[config.mk]
export PLATFORM = sky130hd
export DESIGN_NAME = conv_layer_sched
export DESIGN_NICKNAME = d
export VERILOG_FILES = /design/src/rtl/conv_layer_sched.sv
export SDC_FILE = /design/constraint.sdc
export NUM_CORES = 1
export LEC_CHECK = 0
export BUFFER_PORTS_ARGS = -buffer_cell sky130_fd_sc_hd__buf_2
export CORE_MARGIN = 5
export CORE_UTILIZATION = 61
export CTS_CLUSTER_DIAMETER = 30
export CTS_CLUSTER_SIZE = 10
export DETAILED_ROUTE_END_ITERATION = 8
export PLACE_DENSITY = 0.83
export SYNTH_ARGS = -nofsm -noshare
export SYNTH_HDL_FRONTEND = slang
export SYNTH_SLANG_ARGS = --single-unit
export TNS_END_PERCENT = 5
[constraint.sdc]
create_clock -name clk -period 11.6 [get_ports clk]
set_input_delay 1.16 -clock clk [delete_from_list [all_inputs] [get_ports clk]]
set_output_delay 1.16 -clock clk [all_outputs]
set_load 0.05 [all_outputs]
[src/rtl/conv_layer_sched.sv]
`default_nettype none
// ============================================================================
// Module   : conv_layer_sched
// Brief    : Start/busy/done sequencer for one convolution layer. Walks the
//            m,r,c / n,i,j loop nest issuing ifm and weight reads, then
//            delays control through the RAM and muladd pipeline to drive the
//            accumulator and output buffer strobes.
// Revision : 1.0 - initial release
// ============================================================================
module conv_layer_sched #(
  parameter int M_OUT   = 2,
  parameter int N_IN    = 2,
  parameter int R_OUT   = 4,
  parameter int C_OUT   = 4,
  parameter int K       = 3,
  parameter int RAM_LAT = 1,
  parameter int MAC_LAT = 1,
  parameter int ADDR_W  = 16
) (
  input  logic              clk,
  input  logic              rst_n,
  input  logic              start,
  output logic              busy,
  output logic              done,
  output logic              ifm_en,
  output logic [ADDR_W-1:0] ifm_addr,
  output logic              w_en,
  output logic [ADDR_W-1:0] w_addr,
  output logic              acc_clr,
  output logic              acc_en,
  output logic              out_we,
  output logic [ADDR_W-1:0] out_addr,
  output logic              plane_rdy
);

  // Input plane geometry including the kernel halo
  localparam int unsigned c_W  = C_OUT + K - 1;
  localparam int unsigned c_H  = R_OUT + K - 1;
  localparam int unsigned c_HW = c_H * c_W;

  // Pipeline depths: acc control at c_L, output write one stage later
  localparam int c_L  = RAM_LAT + MAC_LAT;
  localparam int c_DL = c_L + 1;
  localparam int c_D  = c_L + 1;

  // Counter widths sized to hold the parameter value itself
  localparam int c_MW = $clog2(M_OUT + 1);
  localparam int c_NW = $clog2(N_IN + 1);
  localparam int c_RW = $clog2(R_OUT + 1);
  localparam int c_CW = $clog2(C_OUT + 1);
  localparam int c_KW = $clog2(K + 1);
  localparam int c_DW = $clog2(c_D + 1);

  typedef enum logic [1:0] {
    S_IDLE  = 2'd0,
    S_RUN   = 2'd1,
    S_DRAIN = 2'd2
  } state_t;

  state_t r_state, w_state_nx;

  logic [c_MW-1:0] r_m, w_m_nx;
  logic [c_RW-1:0] r_r, w_r_nx;
  logic [c_CW-1:0] r_c, w_c_nx;
  logic [c_NW-1:0] r_n, w_n_nx;
  logic [c_KW-1:0] r_i, w_i_nx;
  logic [c_KW-1:0] r_j, w_j_nx;
  logic [c_DW-1:0] r_drain;

  logic w_cnt_clr, w_cnt_adv, w_issue_nx, w_done_nx;
  logic w_m_end, w_r_end, w_c_end, w_n_end, w_i_end, w_j_end;
  logic w_cy_n, w_cy_c, w_cy_r, w_cy_m, w_last;

  logic              r_ifm_en, r_done;
  logic [ADDR_W-1:0] r_ifm_addr, r_w_addr;

  logic [c_DL-1:0]   r_vld_pipe, r_first_pipe, r_last_pipe, r_rce_pipe;
  logic [ADDR_W-1:0] r_oaddr_pipe [c_DL];
  logic              w_p_first, w_p_last, w_p_rce;
  logic [ADDR_W-1:0] w_p_oaddr;

  function automatic logic [ADDR_W-1:0] f_ifm_addr(
    input logic [c_NW-1:0] a_n, input logic [c_RW-1:0] a_r,
    input logic [c_CW-1:0] a_c, input logic [c_KW-1:0] a_i,
    input logic [c_KW-1:0] a_j);
    int unsigned v;
    v = 32'(a_n) * c_HW + (32'(a_r) + 32'(a_i)) * c_W + 32'(a_c) + 32'(a_j);
    return ADDR_W'(v);
  endfunction

  function automatic logic [ADDR_W-1:0] f_w_addr(
    input logic [c_MW-1:0] a_m, input logic [c_NW-1:0] a_n,
    input logic [c_KW-1:0] a_i, input logic [c_KW-1:0] a_j);
    int unsigned v;
    v = ((32'(a_m) * 32'(N_IN) + 32'(a_n)) * 32'(K) + 32'(a_i)) * 32'(K) + 32'(a_j);
    return ADDR_W'(v);
  endfunction

  function automatic logic [ADDR_W-1:0] f_out_addr(
    input logic [c_MW-1:0] a_m, input logic [c_RW-1:0] a_r,
    input logic [c_CW-1:0] a_c);
    int unsigned v;
    v = (32'(a_m) * 32'(R_OUT) + 32'(a_r)) * 32'(C_OUT) + 32'(a_c);
    return ADDR_W'(v);
  endfunction

  // Loop-end detection and the carry chain j -> i -> n -> c -> r -> m
  assign w_j_end = (r_j == c_KW'(K - 1));
  assign w_i_end = (r_i == c_KW'(K - 1));
  assign w_n_end = (r_n == c_NW'(N_IN - 1));
  assign w_c_end = (r_c == c_CW'(C_OUT - 1));
  assign w_r_end = (r_r == c_RW'(R_OUT - 1));
  assign w_m_end = (r_m == c_MW'(M_OUT - 1));
  assign w_cy_n  = w_j_end & w_i_end;
  assign w_cy_c  = w_cy_n & w_n_end;
  assign w_cy_r  = w_cy_c & w_c_end;
  assign w_cy_m  = w_cy_r & w_r_end;
  assign w_last  = w_cy_m & w_m_end;

  // State register
  always_ff @(posedge clk) begin
    if (!rst_n) r_state <= S_IDLE;
    else        r_state <= w_state_nx;
  end

  // Next-state decode; counters hold the tuple currently on the issue outputs
  always_comb begin
    w_state_nx = r_state;
    w_cnt_clr  = 1'b0;
    w_cnt_adv  = 1'b0;
    w_issue_nx = 1'b0;
    w_done_nx  = 1'b0;
    case (r_state)
      S_IDLE: begin
        w_cnt_clr = 1'b1;
        if (start) begin
          w_state_nx = S_RUN;
          w_issue_nx = 1'b1;
        end
      end
      S_RUN: begin
        if (w_last) begin
          w_state_nx = S_DRAIN;
          w_cnt_clr  = 1'b1;
        end else begin
          w_cnt_adv  = 1'b1;
          w_issue_nx = 1'b1;
        end
      end
      S_DRAIN: begin
        if (r_drain == c_DW'(c_D - 1)) begin
          w_state_nx = S_IDLE;
          w_done_nx  = 1'b1;
        end
      end
      default: w_state_nx = S_IDLE;
    endcase
  end

  // Next loop-nest tuple: clear, advance with carries, or hold
  always_comb begin
    w_m_nx = r_m;
    w_r_nx = r_r;
    w_c_nx = r_c;
    w_n_nx = r_n;
    w_i_nx = r_i;
    w_j_nx = r_j;
    if (w_cnt_clr) begin
      w_m_nx = '0;
      w_r_nx = '0;
      w_c_nx = '0;
      w_n_nx = '0;
      w_i_nx = '0;
      w_j_nx = '0;
    end else if (w_cnt_adv) begin
      w_j_nx = w_j_end ? '0 : r_j + c_KW'(1);
      if (w_j_end) w_i_nx = w_i_end ? '0 : r_i + c_KW'(1);
      if (w_cy_n)  w_n_nx = w_n_end ? '0 : r_n + c_NW'(1);
      if (w_cy_c)  w_c_nx = w_c_end ? '0 : r_c + c_CW'(1);
      if (w_cy_r)  w_r_nx = w_r_end ? '0 : r_r + c_RW'(1);
      if (w_cy_m)  w_m_nx = w_m_end ? '0 : r_m + c_MW'(1);
    end
  end

  // Loop counters
  always_ff @(posedge clk) begin
    if (!rst_n) begin
      r_m <= '0;
      r_r <= '0;
      r_c <= '0;
      r_n <= '0;
      r_i <= '0;
      r_j <= '0;
    end else begin
      r_m <= w_m_nx;
      r_r <= w_r_nx;
      r_c <= w_c_nx;
      r_n <= w_n_nx;
      r_i <= w_i_nx;
      r_j <= w_j_nx;
    end
  end

  // Drain timer runs only while waiting for the pipeline to empty
  always_ff @(posedge clk) begin
    if (!rst_n)                  r_drain <= '0;
    else if (r_state == S_DRAIN) r_drain <= r_drain + c_DW'(1);
    else                         r_drain <= '0;
  end

  // Issue registers: enable and addresses computed from the upcoming tuple
  always_ff @(posedge clk) begin
    if (!rst_n) begin
      r_ifm_en   <= 1'b0;
      r_ifm_addr <= '0;
      r_w_addr   <= '0;
      r_done     <= 1'b0;
    end else begin
      r_ifm_en   <= w_issue_nx;
      r_ifm_addr <= w_issue_nx ? f_ifm_addr(w_n_nx, w_r_nx, w_c_nx, w_i_nx, w_j_nx) : '0;
      r_w_addr   <= w_issue_nx ? f_w_addr(w_m_nx, w_n_nx, w_i_nx, w_j_nx) : '0;
      r_done     <= w_done_nx;
    end
  end

  // Per-issue tags entering the control delay line, gated by issue-valid
  assign w_p_first = r_ifm_en & (r_n == '0) & (r_i == '0) & (r_j == '0);
  assign w_p_last  = r_ifm_en & w_n_end & w_i_end & w_j_end;
  assign w_p_rce   = w_r_end & w_c_end;
  assign w_p_oaddr = f_out_addr(r_m, r_r, r_c);

  // Control delay line matching RAM read plus muladd plus acc register
  always_ff @(posedge clk) begin
    if (!rst_n) begin
      r_vld_pipe   <= '0;
      r_first_pipe <= '0;
      r_last_pipe  <= '0;
      r_rce_pipe   <= '0;
      for (int s = 0; s < c_DL; s++) r_oaddr_pipe[s] <= '0;
    end else begin
      for (int s = c_DL - 1; s > 0; s--) begin
        r_vld_pipe[s]   <= r_vld_pipe[s-1];
        r_first_pipe[s] <= r_first_pipe[s-1];
        r_last_pipe[s]  <= r_last_pipe[s-1];
        r_rce_pipe[s]   <= r_rce_pipe[s-1];
        r_oaddr_pipe[s] <= r_oaddr_pipe[s-1];
      end
      r_vld_pipe[0]   <= r_ifm_en;
      r_first_pipe[0] <= w_p_first;
      r_last_pipe[0]  <= w_p_last;
      r_rce_pipe[0]   <= w_p_rce;
      r_oaddr_pipe[0] <= w_p_oaddr;
    end
  end

  assign busy      = (r_state != S_IDLE);
  assign done      = r_done;
  assign ifm_en    = r_ifm_en;
  assign w_en      = r_ifm_en;
  assign ifm_addr  = r_ifm_addr;
  assign w_addr    = r_w_addr;
  assign acc_en    = r_vld_pipe[c_L-1];
  assign acc_clr   = r_vld_pipe[c_L-1] & r_first_pipe[c_L-1];
  assign out_we    = r_last_pipe[c_L];
  assign out_addr  = r_oaddr_pipe[c_L];
  assign plane_rdy = r_last_pipe[c_L] & r_rce_pipe[c_L];

endmodule
`default_nettype wire
Word-level counts from Yosys, hierarchy flattened

Memory sizes are Yosys's and may differ from the RTL's.
Index checks and enable logic that the tools add are counted.

Register bits: 62
Bits in writable memories: 48
Input bits: 3
Output and inout bits: 56
Word-level logic and storage cells: 113
Memories kept: 1

$add $sub $neg: 16
Multipliers: 4
Equal/unequal tests: 12
Multiplexer cells: 39
Bitwise gates (word level): 17
Reductions and logical operators: 8

Memories:

| name         | depth | width | rd ports | clocked after memory_dff | write ports | line | RTL |
|---|---|---|---|---|---|---|---|
| r_oaddr_pipe | 3     | 16    | 3        | 0                        | 3           | 78   | `logic [ADDR_W-1:0] r_oaddr_pipe [c_DL];` |

Operators by type and width:

| operator                                                              | number |
|---|---|
| 16-bit two-way mux                                                    | 3 |
| 2-bit two-way mux                                                     | 18 |
| 3-bit two-way mux                                                     | 8 |
| 1-bit AND                                                             | 14 |
| 4-bit by 2-bit multiplier with 6-bit output, second input constant    | 2 |
| 10-bit by 2-bit adder with 11-bit output                              | 1 |
| 2-bit by 1-bit adder with 2-bit output, second input constant         | 5 |
| 9-bit by 2-bit adder with 10-bit output                               | 1 |
| 9-bit by 3-bit adder with 10-bit output                               | 1 |
| 8-bit by 7-bit adder with 9-bit output                                | 1 |
| 7-bit by 2-bit multiplier with 9-bit output, second input constant    | 1 |
| 3-bit by 2-bit adder with 4-bit output                                | 2 |
| 7-bit by 3-bit adder with 8-bit output                                | 1 |
| 2-bit equality test, second input constant                            | 4 |
| 2-bit logical NOT                                                     | 4 |
| 6-bit by 2-bit adder with 7-bit output                                | 1 |
| 1-bit two-way mux                                                     | 7 |
| 3-bit by 1-bit adder with 3-bit output, second input constant         | 2 |
| 2-bit by 1-bit equality test with 1-bit output, second input constant | 3 |
| 3-bit by 2-bit equality test with 1-bit output, second input constant | 2 |
| 2-bit by 4-bit multiplier with 6-bit output, second input constant    | 1 |
| 2-bit inequality test, second input constant                          | 3 |
| 2-bit one-hot mux with 3 select lines                                 | 1 |
| 4-bit by 3-bit adder with 5-bit output                                | 1 |
| 5 further kinds                                                       | 9 |

Logic depth before layout (Yosys ltp)

Word-level depth: 15
Depth in mapped cells: 21
Gate-level depth less buffers: 21

Least setup slack after synthesis

Ideal clock, no wire load.

Path type: flip-flop to flip-flop
Start: reg r_c[0]
End: reg r_w_addr[6], in the netlist w_addr[6]
Setup time: 114 ps
Arrival time: 4,534 ps
Required time: 11,486 ps
Slack: 6,952 ps
Stages on the path, launching flop included: 21
Path buffers: 0
Clock period less this slack: 4,648 ps
Cells stage by stage: dfxtp_1 -> ha_1 -> and4bb_2 -> nand4_2 -> nand4b_1 -> o21a_1 -> nor2b_1 -> ha_1 -> inv_1 -> fa_1 -> inv_1 -> ha_1 -> fa_1 -> xnor2_1 -> ha_1 -> ha_1 -> and2_1 -> a311o_1 -> a21oi_1 -> xor2_1 -> nor2_1

Word-level cells in the longest chain between the ends: 13
Elaborated cells on any way between the ends: 24
Those cells by class: 3 x add/sub; 2 x mul; 1 x eq/ne; 14 x mux; 3 x bitwise; 1 x reduce/logical

RTL lines:

| item                                               | line | RTL |
|---|---|---|
| from (decl)                                        | 64   | `logic [c_CW-1:0] r_c, w_c_nx;` |
| from (signal assigned)                             | 197  | `r_c <= w_c_nx;` |
| 3-bit by 2-bit equality test with 1-bit output (*) | 111  | `assign w_c_end = (r_c == c_CW'(C_OUT - 1));` |
| 1-bit AND (*)                                      | 116  | `assign w_cy_r = w_cy_c & w_c_end;` |
| 1-bit AND (*)                                      | 117  | `assign w_cy_m = w_cy_r & w_r_end;` |
| 1-bit AND (*)                                      | 118  | `assign w_last = w_cy_m & w_m_end;` |
| 1-bit two-way mux                                  | 142  | `if (w_last) begin` |
| 1-bit two-way mux                                  | 133  | `case (r_state)` |
| 2-bit two-way mux                                  | 175  | `end else if (w_cnt_adv) begin` |
| 2-bit two-way mux (*)                              | 168  | `if (w_cnt_clr) begin` |
| named net w_n_nx[1]                                | 65   | `logic [c_NW-1:0] r_n, w_n_nx;` |
| 3-bit by 2-bit adder with 4-bit output (*)         | 95   | `v = ((32'(a_m) * 32'(N_IN) + 32'(a_n)) * 32'(K) + 32'(a_i)) * 32'(K) + 32'(a_j);` |
| 4-bit by 2-bit multiplier with 6-bit output (*)    | 95   |  |
| 6-bit by 2-bit adder with 7-bit output (*)         | 95   |  |
| 7-bit by 2-bit multiplier with 9-bit output (*)    | 95   |  |
| 9-bit by 2-bit adder with 10-bit output (*)        | 95   |  |
| to (signal assigned)                               | 221  | `r_w_addr <= w_issue_nx ? f_w_addr(w_m_nx, w_n_nx, w_i_nx, w_j_nx) : '0;` |
| to (decl)                                          | 75   | `logic [ADDR_W-1:0] r_ifm_addr, r_w_addr;` |

Mark *: on every way through the listed nets, which the timed path passes. The rest lies on a longest branch.
A chain may end at the register's enable or synchronous reset.

Worst setup path after layout

Ends and elaborated chain as after synthesis.

==> reports/metrics.yaml <==
period_share_pct: 45.3
synth_area_um2: 3680
critPathCaptureType: "flop"
core_region_area_um2: 5890
setup_viol_count_final: 0
layout_common_cells: "dfxtp_1 (71), ha_1 (39), nor2_1 (38)"
drv_slew: 0
hold_viol_final: 0
cts.path.max_buffers: 2
first_global_vias: 2361
ctsHoldBuffers: 0
diodes: 0
worstPathMaxFanout: 11
path_class: "flop to flop"
yosysSeqAreaShare_pct: 38.7
hold_class: "flop to flop"
ys_warn_count: 0
clkTransAtPathRegs_ps: 80
io_buffers: 35
drc: 0
relSlewSlack_pct: 54.3
worst_pin_slew_ps: 686
r2r_end: "w_addr[6]"
place.detailed.hpwl_mm: 4.70
synth.lib_cells_used.distinct: 48
grt_remaining_overflow: 0
initial_core_util_pct: 62.5
pwr-share-comb_pct: 6.8
clock.fmax_ghz: 0.191
ctsResizeCount: 0
track_usage_pct: 17.2
grt_max_degree: 38
cts_max_level: 3
yosys.area.top_type: "dfxtp_1"
vias_per_cell: 5.03
postCtsSetupRepairBufs: 0
cts_buffers: 9
clock_skew_ps: 7.50
synthFlopType: "dfxtp_1"
drive_gt1_share_pct: 14.1
pwr-share-seq_pct: 52.1
final.min_clock_period_ps: 5250
synth_mux_area_share_pct: 0.817
via_count: 2450
cts_tree: "yes"
setup_slack_ps: 6350
n_fill_cell: 479
power.total_uw: 473
synth_top_area_share_pct: 38.7
synthArstFlopShare_pct: 0
synthCells: 379
ir_drop_mv: 0.115
wl_mm: 6.10
nets: 459
reg2regPathDepth: 19
status: "finished clean"
cts_sinks: 71
wire_per_inst_um: 12.5
drtAntennaViolNets: 0
powerDensity_nw_per_um2: 120
die_x_um: 87.6
synth-simple-area-share_pct: 20.7
crit_path_start_kind: "flop"
ff2ff_setup_slack_ps: 6350
area_growth_pct: 7.38
synthAdderAreaFrac_pct: 18.7
finalSetupTns_ps: 0
p_int_uw: 350
die_h_um: 87.6
synth_area_leaders: "dfxtp_1 (39%), ha_1 (13%), buf_4 (6.7%)"
clock_latency_ps: 340
clockRootBuffer: "clkbuf_8"
whs_ps: 413
p_sw_uw: 123
worstPathRequired_ps: 11810
rsz0062_at_grt: "false"
synth_seq_cells: 71
hold_end: "r_drain[0]"
switching_share_pct: 26.0
drt_iter0_drc: 106
syn_avg_cell_area_um2: 9.70
antenna_found_initial: 0
whs_path_depth: 1
p_leak_uw: 0.00203
final_common_cell: "dfxtp_1"
dieArea_um2: 7680
gp_congestion: 0.866
synth_edf_count: 0
grt_pass1_wl_mm: 10.2
rows: 28
synth_top_family_by_area: "simple AND/OR/NAND/NOR gates"
maxCapViolCount: 0
postLayoutCoreUtil_pct: 67.1
synth-compound-area-share_pct: 7.38
drtPass1Iterations: 4
hp-start: "r_drain[0]"
io_pins: 59
synthXorXnorAreaFrac_pct: 3.57
place_ws_ps: 6390
reg2reg_from: "r_c[0]"
power_frac_clock_pct: 41.1
cp.arrival_ps: 5460
==> cell type report <==
class                   count  area [µm²]  area share, %
flip-flops and latches     71        1420           36.0
multi-input cells         265        1970           49.8
well taps                  75        93.8           2.38
clock inverters             6        68.8           1.74
repair buffers             35         175           4.44
clock buffers              10         128           3.23
inverters                  25        93.8           2.38
==> sequential cells by signal, indices dropped and copies added, names as in the netlist <==
| name | count |
|---|---|
| r_oaddr_pipe | 24 |
| ifm_addr | 9 |
| w_addr | 8 |
| r_c | 3 |
| r_last_pipe | 3 |
| r_r | 3 |
| r_rce_pipe | 3 |
| r_drain | 2 |
| r_first_pipe | 2 |
| r_i | 2 |
| r_j | 2 |
| r_m | 2 |
| r_n | 2 |
| r_state | 2 |
| r_vld_pipe | 2 |
| done | 1 |
| ifm_en | 1 |
==> power by group through the flow <==
stage | logic, µW | registers (µW) | clock network (µW)
floorplan | 32.1 | 255 | 0
global placement | 31.8 | 252 | 0
detailed placement | 32.0 | 252 | 0
CTS | 32.1 | 246 | 201
global route | 34.1 | 247 | 211
finish | 32.1 | 247 | 194
==> routing by layer <==
metal  wire length (µm)  vias up  GRT usage [%]
met3                303        8           4.61
met1               2720     1136           19.3
met4                 91        0           7.81
met2               2980       52           30.1
li1                   -     1254              -
met5                  0        -              0
==> Yosys cell counts (7+ instances only) <==
cell type  number
xor2_1          9
nand2_1        11
nor3_1          7
dfxtp_1        71
nor2_1         38
nor2b_1        10
fa_1           10
inv_1          24
a21oi_1        14
ha_1           39
and2_1         37
buf_4          33
==> stage by stage <==
step,cell area [µm²],std cells
floorplan,3760,401
finish,3950,487
global placement,3750,471
detailed placement,3750,471
CTS,3950,487
global route,3950,487
==> worst max-delay path: stages, from the launching register on <==
cell and delay [ps]:
dfxtp_1 370, ha_1 230, and4bb_2 290, nand4_2 140, a21oi_1 550, nor2b_1 220, ha_1 380, inv_1 70
fa_1 500, inv_1 40, ha_1 210, fa_1 410, xnor2_1 230, ha_1 270, ha_1 350, and2_1 160
a311o_1 310, a21oi_1 170, xor2_1 160, nor2_1 50
==> logic make-up (layout without fill, tap and decap cells) <==
family | after synthesis | count (layout)
other | 1 | 23
XOR/XNOR | 15 | 15
AND/OR/NAND/NOR | 135 | 135
flip-flops | 71 | 71
multiplexers | 3 | 3
adder cells (fa/ha/maj) | 49 | 49
buffers and inverters | 65 | 76
AO/OA/AOI/OAI | 40 | 40
==> worst max path at each step <==
stage,depth (start not counted),slack [ps],from,endpoint
final,19,6350,r_c[0],w_addr[6]
after global routing,19,5900,r_r[1],w_addr[6]
after CTS,19,6370,r_r[1],w_addr[6]
after detailed placement,19,6390,r_r[1],w_addr[6]
after global placement,19,6570,r_r[1],w_addr[6]
after floorplan,20,6950,r_c[0],w_addr[6]
(Power assumes the default switching activity.)
